===== src/rtl/piano_pkg.sv =====
`default_nettype none
// ---------------------------------------------------------------------------
// piano_pkg: shared note IDs, song length, tempo codes and autoplayer states
// Revision: 1.0
// ---------------------------------------------------------------------------
package piano_pkg;

  localparam logic [3:0] NOTE_NONE = 4'd0;
  localparam logic [3:0] NOTE_C    = 4'd1;
  localparam logic [3:0] NOTE_D    = 4'd2;
  localparam logic [3:0] NOTE_E    = 4'd3;
  localparam logic [3:0] NOTE_F    = 4'd4;
  localparam logic [3:0] NOTE_G    = 4'd5;
  localparam logic [3:0] NOTE_A    = 4'd6;
  localparam logic [3:0] NOTE_B    = 4'd7;

  localparam int PRACTICE_SONG_LENGTH = 14;

  localparam logic [1:0] TEMPO_NORMAL = 2'b00;
  localparam logic [1:0] TEMPO_SLOW   = 2'b01;
  localparam logic [1:0] TEMPO_FAST   = 2'b10;

  typedef enum logic [1:0] {
    AP_IDLE  = 2'd0,
    AP_LEAD  = 2'd1,
    AP_PRESS = 2'd2,
    AP_GAP   = 2'd3
  } ap_state_e;

endpackage
`default_nettype wire


===== src/rtl/practice_song_rom.sv =====
`default_nettype none
// ---------------------------------------------------------------------------
// practice_song_rom: index -> {note_id, beats} for the built-in practice song
// Revision: 1.0
// ---------------------------------------------------------------------------
module practice_song_rom
  import piano_pkg::*;
(
  input  logic [3:0] index_i,
  output logic [3:0] note_id_o,
  output logic [1:0] beats_o
);

  always_comb begin
    note_id_o = NOTE_NONE;
    beats_o   = 2'd0;
    case (index_i)
      4'd0:  begin note_id_o = NOTE_C; beats_o = 2'd1; end
      4'd1:  begin note_id_o = NOTE_C; beats_o = 2'd1; end
      4'd2:  begin note_id_o = NOTE_G; beats_o = 2'd1; end
      4'd3:  begin note_id_o = NOTE_G; beats_o = 2'd1; end
      4'd4:  begin note_id_o = NOTE_A; beats_o = 2'd1; end
      4'd5:  begin note_id_o = NOTE_A; beats_o = 2'd1; end
      4'd6:  begin note_id_o = NOTE_G; beats_o = 2'd2; end
      4'd7:  begin note_id_o = NOTE_F; beats_o = 2'd1; end
      4'd8:  begin note_id_o = NOTE_F; beats_o = 2'd1; end
      4'd9:  begin note_id_o = NOTE_E; beats_o = 2'd1; end
      4'd10: begin note_id_o = NOTE_E; beats_o = 2'd1; end
      4'd11: begin note_id_o = NOTE_D; beats_o = 2'd1; end
      4'd12: begin note_id_o = NOTE_D; beats_o = 2'd1; end
      4'd13: begin note_id_o = NOTE_C; beats_o = 2'd2; end
      default: begin note_id_o = NOTE_NONE; beats_o = 2'd0; end
    endcase
  end

endmodule
`default_nettype wire


===== src/rtl/song_autoplayer.sv =====
`default_nettype none
// ---------------------------------------------------------------------------
// song_autoplayer: replays the practice song as timed key press/release events
// Revision: 1.0
// ---------------------------------------------------------------------------
module song_autoplayer
  import piano_pkg::*;
#(
  parameter int BEAT_CYCLES = 25_000_000,
  parameter int GAP_CYCLES  = 2_500_000
) (
  input  logic       clk,
  input  logic       rst_n,
  input  logic       start,
  input  logic       stop,
  input  logic [1:0] tempo_sel,
  output logic [3:0] key_id,
  output logic       key_pressed,
  output logic [3:0] note_index,
  output logic       busy,
  output logic       song_done
);

  localparam int              CW       = $clog2(4 * BEAT_CYCLES + 1);
  localparam logic [CW-1:0]   C_BEAT   = CW'(BEAT_CYCLES);
  localparam logic [CW-1:0]   C_GAP    = CW'(GAP_CYCLES);
  localparam logic [CW-1:0]   C_ONE    = CW'(1);
  localparam logic [3:0]      C_LAST   = 4'(PRACTICE_SONG_LENGTH - 1);

  ap_state_e     state_q, state_d;
  logic [CW-1:0] cnt_q, cnt_d;
  logic [3:0]    idx_q, idx_d;
  logic [1:0]    tempo_q, tempo_d;
  logic [3:0]    key_id_q, key_id_d;
  logic          kp_q, kp_d;
  logic          busy_q, busy_d;
  logic          done_q, done_d;

  logic [1:0]    tempo_eff;
  logic [CW-1:0] beat_len;
  logic [CW-1:0] note_len;
  logic [3:0]    next_idx;
  logic [3:0]    rom_note;
  logic [1:0]    rom_beats;

  // In IDLE the beat length must reflect the tempo being latched this cycle.
  assign tempo_eff = (state_q == AP_IDLE) ? tempo_sel : tempo_q;
  assign next_idx  = (state_q == AP_GAP) ? (idx_q + 4'd1) : 4'd0;
  assign note_len  = (rom_beats == 2'd2) ? (beat_len << 1) : beat_len;

  always_comb begin
    case (tempo_eff)
      TEMPO_SLOW: beat_len = C_BEAT << 1;
      TEMPO_FAST: beat_len = C_BEAT >> 1;
      default:    beat_len = C_BEAT;
    endcase
  end

  practice_song_rom u_rom (
    .index_i   (next_idx),
    .note_id_o (rom_note),
    .beats_o   (rom_beats)
  );

  always_comb begin
    state_d  = state_q;
    cnt_d    = cnt_q - C_ONE;
    idx_d    = idx_q;
    tempo_d  = tempo_q;
    key_id_d = key_id_q;
    kp_d     = kp_q;
    busy_d   = busy_q;
    done_d   = 1'b0;
    case (state_q)
      AP_IDLE: begin
        cnt_d = '0;
        if (start && !stop) begin
          state_d = AP_LEAD;
          tempo_d = tempo_sel;
          cnt_d   = beat_len - C_ONE;
          idx_d   = 4'd0;
          busy_d  = 1'b1;
        end
      end
      AP_LEAD, AP_GAP: begin
        if (cnt_q == '0) begin
          if (state_q == AP_GAP && idx_q == C_LAST) begin
            state_d = AP_IDLE;
            cnt_d   = '0;
            idx_d   = 4'd0;
            busy_d  = 1'b0;
            done_d  = 1'b1;
          end else begin
            state_d  = AP_PRESS;
            idx_d    = next_idx;
            key_id_d = rom_note;
            kp_d     = 1'b1;
            cnt_d    = note_len - C_GAP - C_ONE;
          end
        end
      end
      AP_PRESS: begin
        if (cnt_q == '0) begin
          state_d  = AP_GAP;
          key_id_d = NOTE_NONE;
          kp_d     = 1'b0;
          cnt_d    = C_GAP - C_ONE;
        end
      end
      default: state_d = AP_IDLE;
    endcase
    // Abort wins over any timer expiry and suppresses the completion pulse.
    if (stop && state_q != AP_IDLE) begin
      state_d  = AP_IDLE;
      cnt_d    = '0;
      idx_d    = 4'd0;
      key_id_d = NOTE_NONE;
      kp_d     = 1'b0;
      busy_d   = 1'b0;
      done_d   = 1'b0;
    end
  end

  always_ff @(posedge clk or negedge rst_n) begin
    if (!rst_n) begin
      state_q  <= AP_IDLE;
      cnt_q    <= '0;
      idx_q    <= 4'd0;
      tempo_q  <= TEMPO_NORMAL;
      key_id_q <= NOTE_NONE;
      kp_q     <= 1'b0;
      busy_q   <= 1'b0;
      done_q   <= 1'b0;
    end else begin
      state_q  <= state_d;
      cnt_q    <= cnt_d;
      idx_q    <= idx_d;
      tempo_q  <= tempo_d;
      key_id_q <= key_id_d;
      kp_q     <= kp_d;
      busy_q   <= busy_d;
      done_q   <= done_d;
    end
  end

  assign key_id      = key_id_q;
  assign key_pressed = kp_q;
  assign note_index  = idx_q;
  assign busy        = busy_q;
  assign song_done   = done_q;

endmodule
`default_nettype wire


===== config.mk =====
export PLATFORM = sky130hd
export DESIGN_NAME = song_autoplayer
export DESIGN_NICKNAME = d
export VERILOG_FILES = /design/src/rtl/piano_pkg.sv /design/src/rtl/practice_song_rom.sv /design/src/rtl/song_autoplayer.sv
export SDC_FILE = /design/constraint.sdc
export NUM_CORES = 1
export LEC_CHECK = 0
export BUFFER_PORTS_ARGS = -buffer_cell sky130_fd_sc_hd__clkbuf_2
export CORE_ASPECT_RATIO = 2
export CORE_MARGIN = 5
export CORE_UTILIZATION = 60
export CTS_CLUSTER_SIZE = 25
export DETAILED_ROUTE_END_ITERATION = 7
export PLACE_DENSITY = 0.89
export SYNTH_ARGS = -nofsm -noshare
export SYNTH_HDL_FRONTEND = slang
export SYNTH_SLANG_ARGS = --single-unit
export TNS_END_PERCENT = 20

===== constraint.sdc =====
create_clock -name clk -period 4.3 [get_ports clk]
set_clock_uncertainty 0.2 [all_clocks]
set_input_delay 0 -clock clk [delete_from_list [all_inputs] [get_ports clk]]
set_output_delay 0 -clock clk [all_outputs]
set_load 0.01 [all_outputs]

==> flow_metrics.py <==
metrics = {
    "run_status": {
        "status": "complete, no violations",
    },
    "floorplan": {
        "die-height_um": 109,
        "core_area_um2": 4820,
        "num_rows": 36,
        "io_pins": 17,
        "die_w_um": 59.7,
        "start_util": 0.614,
        "dieArea_um2": 6530,
    },
    "clock_network": {
        "cts_resized": 0,
        "cts_tree": "done",
        "post_cts_buffers": 0,
        "cts_sinks": 41,
        "clockRootBuffer": "clkbuf_8",
        "cts_buffers": 5,
        "cts_buffer_depth": 2,
        "cts_max_level": 2,
        "cts.reportedPaths.clkPinSlew_ns": 0.08,
        "insertion_delay_ns": 0.30,
    },
    "placement": {
        "port_buffers": 15,
        "gp_congestion": 1.05,
        "dp_hpwl_um": 6310,
        "dpl-instance-area_um2": 3080,
        "dp_cells": 398,
    },
    "worst_setup_path": {
        "critPathLaunchType": "flip-flop",
        "critPathKind": "flip-flop to flip-flop",
        "path_common_cell": "ha_1",
        "crit_path_max_fanout": 10,
        "cp.arrival_ns": 3.91,
        "critPathRequiredTime_ns": 4.34,
        "critPathMaxStageDelay_ns": 0.45,
        "crit_path_end_kind": "flip-flop",
        "crit_chain": "ha_1, nor2_1, inv_1, ha_1, or3b_1, a21o_1, a31oi_4, mux2_2, ha_1, ha_1, or3_1, a21oi_1, o21a_1",
        "cpMaxStageDelayCell": "dfrtp_1",
    },
    "min_path": {
        "hold_class": "input pin to flip-flop",
    },
    "sta": {
        "fin_tns_setup_ns": 0,
        "max_freq_ghz": 0.259,
        "fin_crit_ns": 3.86,
        "drv_slew": 0,
        "rsz0062_at_grt": "no",
        "finalSetupViolations": 0,
        "period_share": 0.898,
        "finalHoldViolations": 0,
        "slew_headroom": 0.325,
        "tightest_slew_ns": 1.01,
    },
    "yosys": {
        "synthSimpleGateAreaFrac": 0.279,
        "ys_types": 60,
        "synth-xor-area-share": 0.0591,
        "synthMuxAreaShare": 0.0253,
        "synthAdderAreaFrac": 0.0701,
        "syn-cell-area_um2": 2960,
        "synth-async-reset-ratio": 1.00,
        "synth_edf_count": 0,
        "synth_cells": 334,
        "syn-num-nets": 356,
        "synth_warnings": 0,
        "synth_flop_cell": "dfrtp_1",
        "synth_compound_area_frac": 0.188,
        "synth_seq_cells": 41,
        "synth-seq-area-share": 0.346,
        "synth_area_per_cell_um2": 8.87,
        "synth_top_family_by_area": "simple AND/OR/NAND/NOR gates",
    },
    "pwr": {
        "peakVddDrop_uv": 283,
        "power_density_nw_per_um2": 309,
        "power.leakage_uw": 0.00138,
        "power_uw": 994,
    },
    "drt": {
        "first_pass_iters": 5,
        "route.vias.total": 2777,
        "drc_errors": 0,
        "totalWireLength_um": 8610,
        "via_per_inst": 6.76,
        "ant_nets": 0,
        "wl_per_cell_um": 21.0,
        "drtIter0Drc": 186,
    },
    "global_route": {
        "grt_pass1_wl_um": 14300,
        "grt-ovfl-total": 0,
        "grt_start_max_net_pins": 42,
        "grt_use_total": 0.295,
        "grt_pass1_vias": 2916,
        "antenna_found_initial": 0,
    },
    "finish": {
        "final_cells": 411,
        "area_growth_pct": 8.53,
        "stdcell_area_um2": 3210,
        "nets": 375,
        "fillCellCount": 366,
        "drive_gt1_frac": 0.147,
        "diodes": 0,
    },
    "flow_run": {
        "cap_viol_max_count": 0,
    },
}
## stage by stage
step	worst slack [ns]	hold WS, ns	util
floorplan	0.654	-0.496	-
global placement	0.617	0.00321	0.639
detailed placement	0.469	0.0123	0.639
CTS	0.449	0.00259	0.667
global route	0.153	0.0223	0.667
finish	0.438	0.0289	0.667
## synth_stat cells, types with 6 or more instances
cell	number	area share
a21oi_1	30	0.051
inv_1	11	0.014
a211oi_1	7	0.018
xor2_1	13	0.038
or3_1	6	0.013
o21ai_0	17	0.029
nand3_1	8	0.014
clkbuf_1	7	0.0089
dfrtp_1	41	0.35
nand2b_1	6	0.013
ha_1	15	0.063
xnor2_1	7	0.021
nor2_1	24	0.030
nand2_1	36	0.046
nor3_1	18	0.030
## final timing paths
| path | from | slack, ns | endpoint | cells after the start |
|---|---|---|---|---|
| hold reg to reg | key_pressed | 0.29 | key_pressed | 2 |
| max in group asynchronous | rst_n | 3.06 | cnt_q[17] | 2 |
| min in group asynchronous | rst_n | 0.22 | note_index[1] | 2 |
| setup / recovery | note_index[0] | 0.44 | cnt_q[10] | 13 |
| setup reg to reg | note_index[0] | 0.44 | cnt_q[10] | 13 |
| hold / removal | stop | 0.03 | state_q[0] | 2 |
## cell families (layout without fill, tap and decap cells)
group / Yosys count / in the layout
buffers and inverters: 22 / 42
other: 1 / 1
DFF: 41 / 41
adders and majority gates: 16 / 16
and+or+nand+nor: 140 / 140
AOI/OAI and AO/OA: 87 / 87
xor gates and xnor gates: 20 / 20
muxes: 7 / 7
## critical path, delay by kind of cell (launching register included)
family	cells	cell delay, ns
adder cells (fa/ha/maj)	4	0.97
AND/OR/NAND/NOR	3	0.86
AO/OA/AOI/OAI	4	0.79
flip-flops	1	0.45
multiplexers	1	0.39
buffers and inverters	1	0.14
## power by group
group,switching [uW],total [uW],internal (uW)
clock network,138,251,113
logic,171,285,114
registers,43.4,458,415
## metal layers
layer,vias to the layer above,wire (um),track usage
met5,-,0,0
met4,0,670,0.242
met3,54,566,0.0423
met2,165,4690,0.514
met1,1306,2690,0.295
li1,1252,-,-
## layout make-up
class                      count  area (um2)  area share
clock inverter                 2        10.0     0.00311
clock buffer                   6        72.6      0.0226
tap                           57        71.3      0.0222
timing repair buffer          23         148      0.0459
multi-input combinational    271        1850       0.574
inverter                      11        41.3      0.0128
sequential                    41        1030       0.319
## registers in the layout (all words and copies together), names as in the netlist
name,flops
state_q,2
tempo_q,2
key_pressed,1
note_index,4
cnt_q,27
key_id,3
busy,1
song_done,1
## placed cells by master (no fill, tap or decap), types with 3 or more instances in the layout
cell type      netlist  layout
o41ai_1              5       5
mux2i_1              3       3
mux2_2               3       3
nand3_1              8       8
o21ai_0             17      17
dfrtp_1             41      41
and3_1               3       3
buf_4                2       3
nand4_1              3       3
o21a_1               5       5
a21o_1               4       4
clkbuf_8             0       5
a21oi_1             30      30
ha_1                15      15
a211oi_1             7       7
xnor2_1              7       7
nor4_1               4       4
or2_2                4       4
nor2b_1              3       3
or3_1                6       6
inv_1               11      11
nor3_2               4       4
dlygate4sd3_1        0       5
clkbuf_2             0      15
nor3_1              18      18
a31oi_1              5       5
nor2_1              24      24
nor4_4               3       3
nand2b_1             6       6
nand2_1             36      36
xor2_1              13      13
## what timing repair did
item,CTS,global route
setup endpoints to repair,0,0
endpoints found under the hold margin,45,0
hold buffers,5,0
(Power assumes the default switching activity.)
